`config.mk`:
```
export PLATFORM = sky130hd
export DESIGN_NAME = xbar_arbiter
export DESIGN_NICKNAME = d
export VERILOG_FILES = /design/src/rtl/xbar_pkg.sv /design/src/rtl/rr_arbiter.sv /design/src/rtl/xbar_arbiter.sv
export SDC_FILE = /design/constraint.sdc
export NUM_CORES = 1
export LEC_CHECK = 0
export ABC_AREA = 0
export BUFFER_PORTS_ARGS = -buffer_cell sky130_fd_sc_hd__buf_4
export CAP_MARGIN = 20
export CORE_MARGIN = 3
export CORE_UTILIZATION = 45
export DETAILED_ROUTE_END_ITERATION = 16
export PLACE_DENSITY = 0.76
export SLEW_MARGIN = 40
export SYNTH_ARGS = -nofsm -noshare
export SYNTH_HDL_FRONTEND = slang
export SYNTH_SLANG_ARGS = --single-unit
```
`constraint.sdc`:
```
create_clock -name clk -period 2.65 [get_ports clk]
set_input_delay 0.3975 -clock clk [delete_from_list [all_inputs] [get_ports clk]]
set_output_delay 0.3975 -clock clk [all_outputs]
set_load 0.01 [all_outputs]
```
`src/rtl/xbar_pkg.sv`:
```
// Shared types and helpers for the crossbar arbiter: index widths, per-slave state, field slicing.
// Pure declarations; no timing or flow-control behaviour of its own.
package xbar_pkg;

  function automatic int idx_w(input int n);
    return (n < 2) ? 1 : $clog2(n);
  endfunction

  typedef enum logic {
    IDLE  = 1'b0,
    OWNED = 1'b1
  } slv_state_t;

  // Field k of width w out of a packed vector (w <= 32, vector zero-extended to 256 bits).
  function automatic int unsigned fld(input logic [255:0] vec, input int k, input int w);
    logic [255:0] sh;
    sh = vec >> (k * w);
    return sh[31:0] & ((32'd1 << w) - 32'd1);
  endfunction

endpackage

```
`src/rtl/rr_arbiter.sv`:
```
// Combinational round-robin pick for one slave: keep the owner while it holds, else first requester after last.
// Zero latency; no backpressure, losing requesters simply stay pending.
module rr_arbiter
  import xbar_pkg::*;
#(
  parameter int N = 3,
  parameter int W = 2
) (
  input  logic [N-1:0] req,
  input  logic [W-1:0] last,
  input  logic         hold,
  input  logic [W-1:0] owner,
  output logic [W-1:0] nxt_owner,
  output logic         nxt_vld
);

  int idx;

  always_comb begin
    nxt_owner = owner;
    nxt_vld   = 1'b0;
    idx       = 0;
    if (hold) begin
      nxt_vld = 1'b1;
    end else begin
      // Scan farthest-first so the nearest requester after last is written last and wins.
      for (int k = N; k >= 1; k--) begin
        idx = (int'(last) + k) % N;
        if (req[idx]) begin
          nxt_owner = W'(idx);
          nxt_vld   = 1'b1;
        end
      end
    end
  end

endmodule

```
`src/rtl/xbar_arbiter.sv`:
```
// Per-slave round-robin ownership for an M x S crossbar; grant appears one clock after request.
// No backpressure: an owner holds until it drops or retargets, losers keep requesting.
module xbar_arbiter
  import xbar_pkg::*;
#(
  parameter int  M  = 3,
  parameter int  S  = 2,
  localparam int MW = idx_w(M),
  localparam int SW = idx_w(S)
) (
  input  logic            clk,
  input  logic            rst_n,
  input  logic [M-1:0]    m_req,
  input  logic [SW*M-1:0] m_tgt,
  output logic [MW*S-1:0] m_sel_array,
  output logic [SW*M-1:0] s_sel_array,
  output logic [M-1:0]    m_grant,
  output logic [S-1:0]    s_owned
);

  logic [SW-1:0] tgt       [M];
  logic [M-1:0]  req_mat   [S];
  logic [MW-1:0] owner     [S];
  logic [MW-1:0] nxt_owner [S];
  logic [MW-1:0] last_q    [S];
  slv_state_t    st_q      [S];
  logic [S-1:0]  hold;
  logic [S-1:0]  nxt_vld;
  logic [M-1:0]  nxt_grant;

  always_comb begin
    for (int i = 0; i < M; i++) begin
      tgt[i] = SW'(fld(256'(m_tgt), i, SW));
    end
  end

  // Out-of-range targets never match any slave index, so they are never granted.
  always_comb begin
    for (int j = 0; j < S; j++) begin
      for (int i = 0; i < M; i++) begin
        req_mat[j][i] = m_req[i] && (int'(tgt[i]) == j);
      end
    end
  end

  // m_sel_array doubles as the owner register; it is only meaningful while OWNED.
  always_comb begin
    for (int j = 0; j < S; j++) begin
      owner[j] = m_sel_array[j*MW +: MW];
      hold[j]  = (st_q[j] == OWNED) && req_mat[j][owner[j]];
    end
  end

  for (genvar j = 0; j < S; j++) begin : g_slv
    rr_arbiter #(
      .N (M),
      .W (MW)
    ) u_rr (
      .req       (req_mat[j]),
      .last      (last_q[j]),
      .hold      (hold[j]),
      .owner     (owner[j]),
      .nxt_owner (nxt_owner[j]),
      .nxt_vld   (nxt_vld[j])
    );
    assign s_owned[j] = (st_q[j] == OWNED);
  end

  always_comb begin
    nxt_grant = '0;
    for (int j = 0; j < S; j++) begin
      if (nxt_vld[j]) begin
        nxt_grant[nxt_owner[j]] = 1'b1;
      end
    end
  end

  always_ff @(posedge clk or negedge rst_n) begin
    if (!rst_n) begin
      for (int j = 0; j < S; j++) begin
        st_q[j]   <= IDLE;
        last_q[j] <= MW'(M - 1);
      end
      m_sel_array <= '0;
      s_sel_array <= '0;
      m_grant     <= '0;
    end else begin
      for (int j = 0; j < S; j++) begin
        st_q[j] <= nxt_vld[j] ? OWNED : IDLE;
        if (nxt_vld[j]) begin
          last_q[j]               <= nxt_owner[j];
          m_sel_array[j*MW +: MW] <= nxt_owner[j];
        end
      end
      m_grant <= nxt_grant;
      for (int i = 0; i < M; i++) begin
        if (nxt_grant[i]) begin
          s_sel_array[i*SW +: SW] <= tgt[i];
        end
      end
    end
  end

endmodule

```
==> reports/qor.txt <==
outcome: completed
wire per inst: 14.5 um
hold_ws: 0.498 ns
detailed-route DRC error count: 0
Compound-Gate Fraction of Synth Area: 0.269
Final Util: 0.558
H-tree Lvls: 1
YS warnings: 0
clock skew: 0.00232 ns
largest net degree at the start of global routing: 16
CTS buffer count: 3
Syn Nets: 152
CP dominant cell by count: o21ai_0
worst-path cell chain: inv_1 > ha_1 > nand2_1 > o22a_1 > a221oi_1 > a211oi_1 > o21ai_0 > buf_4 > o21ai_0
Slew Viols, Final: 0
Final ANT Viol Nets: 0
met2 usage: 0.318
Crit-path slowest cell: dfrtp_1
Post-Syn Area: 1190 um2
GRT Residual Overflow: 0
met3 Usage GRT: 0.0249
CTS tree: done
CP max stage delay: 0.48 ns
Initial DRC Count: 41
Tmin final: 2.42 ns
GRT Total Usage: 0.174
sequential fraction of the synthesis area: 0.296
# clock sinks: 14
syn avg cell area: 8.63 um2
fraction of registers with async set/reset: 1.00
worst-skew pair later-pin latency: 0.27 ns
final net count: 172
Slew headroom: 0.659
Fmax: 414 MHz
drt first pass iters: 4
top post-synthesis cells by area: dfrtp_1 (25%), ha_1 (6.3%), o21ai_0 (5.5%)
synth unique cells: 48
Hold WC Path Type: input port to async pin
num ports: 20
clk root buf: clkbuf_4
mux cell area share after synthesis: 0.00840
Clock Path Buffers: 2
critical path endpoint category: flop
Critical Path Source Type: flop
non-filler instance count after layout: 187
CP required: 2.81 ns
most frequent cell after synthesis: o21ai_0
maximum vdd drop: 929 uV
post-synthesis adder-cell area fraction: 0.0630
Synth top area share: 0.252
Initial Utilization: 0.476
met1 Use GR: 0.207
Via density: 6.03
initial antenna violation count: 0
setup ws final: 0.233 ns
via count: 1128
RSZ-0062 raised after global routing: no
pre-CTS WS: 0.199 ns
die area: 3300 um2
Tcrit/Tclk final: 0.912
Final Power: 1.83 mW
Syn Inst Count: 138
most used routing layer: met2
Post-synth EDFFs: 0
xor/xnor share of the synthesized area: 0
largest family of logic cells by synthesized area: simple AND/OR/NAND/NOR gates
Placed Cells: 181
MaxCap Viol Count: 0
DP HPWL: 2120 um
Seq cells post-synth: 14
Routed WL: 2700 um
global-route wire length before repair: 4640 um
placed cell areas: 1330 um2
Layout area overhead: 17.0%
setup TNS: 0 ns
Die Y: 57.5 um
clk slew on worst S/H paths: 0.08 ns
vias in the first global route: 1099
Core Box Area: 2500 um2
Synth top cells by count: o21ai_0 (13), dfrtp_1 (12), inv_1 (11), a21oi_1 (9), nand2_1 (9)
ys flop type: dfrtp_1
ANT cells: 0
count of final setup violators: 0
I/O Buffers: 19
Final Hold Vio Count: 0
critical path class: flop to flop
CP arrival: 2.57 ns
chip width: 57.5 um
routability congestion estimate from global placement: 0.833
fin area: 1390 um2
layout cells sized above 1: 0.248
worst-margin pin slew: 0.504 ns
power per cell area: 1310 nW/um2
Post-Synth Simple-Gate Area: 0.291
leading area contributor after synthesis: dfrtp_1
crit-path max FO: 15
row cnt: 18
static leakage: 0.609 nW
==> state kept, by name (all words and copies together) (netlist names) <==
register and cells:
m_sel_array 2, s_sel_array 3, m_grant 3, last_q 4
s_owned 2
==> power by group <==
group          switching, mW  total, mW  internal, mW
logic                  0.677       1.25         0.568
clock network         0.0654      0.149        0.0835
registers             0.0981      0.435         0.337
==> cells in the final DEF (no fill, tap or decap), types with 3 or more instances in the layout <==
master	synthesis	routed
a211oi_1	4	4
a21oi_1	9	9
nand3_1	8	8
nand2_1	9	9
nor2_1	8	8
clkbuf_4	0	3
inv_1	11	11
ha_1	6	6
nand2b_1	3	3
buf_4	2	21
o21ai_1	3	3
o21a_1	3	3
dfrtp_1	12	12
o21ai_0	13	13
==> critical path, delay by kind of cell, from the launching register on <==
kind	cells	cell delay, ns
flops	1	0.48
buf+inv	2	0.30
simple gates	1	0.11
compound gates	5	0.97
fa+ha+maj	1	0.44
==> path summary, 6_finish.rpt <==
kind / start / to / slack, ns / depth (start not counted)
min reg2reg: s_sel_array[2] / s_sel_array[2] / 0.50 / 2
min in group clk: s_sel_array[2] / s_sel_array[2] / 0.50 / 2
max: last_q[0] / s_sel_array[2] / 0.23 / 9
min: rst_n / s_owned[1] / 0.50 / 2
max in group asynchronous: rst_n / last_q[1] / 1.92 / 2
max reg2reg: last_q[0] / s_sel_array[2] / 0.23 / 9
==> kinds of logic after synthesis <==
| kind of cell | after synthesis |
|---|---|
| AO/OA/AOI/OAI | 48 |
| buffers and inverters | 18 |
| adder cells (fa/ha/maj) | 6 |
| AND/OR/NAND/NOR | 51 |
| multiplexers | 1 |
| flip-flops | 14 |
==> cell type report <==
cell class / count / area (um2)
Clock buffer: 4 / 36.3
Fill cell: 224 / 1110
Inverter: 11 / 41.3
Multi-Input combinational cell: 106 / 758
Sequential cell: 14 / 353
Tap cell: 30 / 37.5
Timing Repair Buffer: 22 / 168
==> repair_timing <==
| item | 4_1_cts | 5_1_grt |
|---|---|---|
| gates resized for setup | 0 | 1 |
| hold buffers | 1 | 0 |
| endpoints found under the hold margin | 12 | 0 |
| endpoints found under the setup margin | 0 | 4 |
| buffers inserted | 0 | 1 |
==> metal layers <==
| layer | up-vias | share of wire |
|---|---|---|
| met1 | 543 | 0.43 |
| met3 | 4 | 0.037 |
| met2 | 30 | 0.52 |
| met5 | - | 0 |
| met4 | 0 | 0.0085 |
| li1 | 551 | - |
No activity file was read; power rests on OpenSTA's default activity.
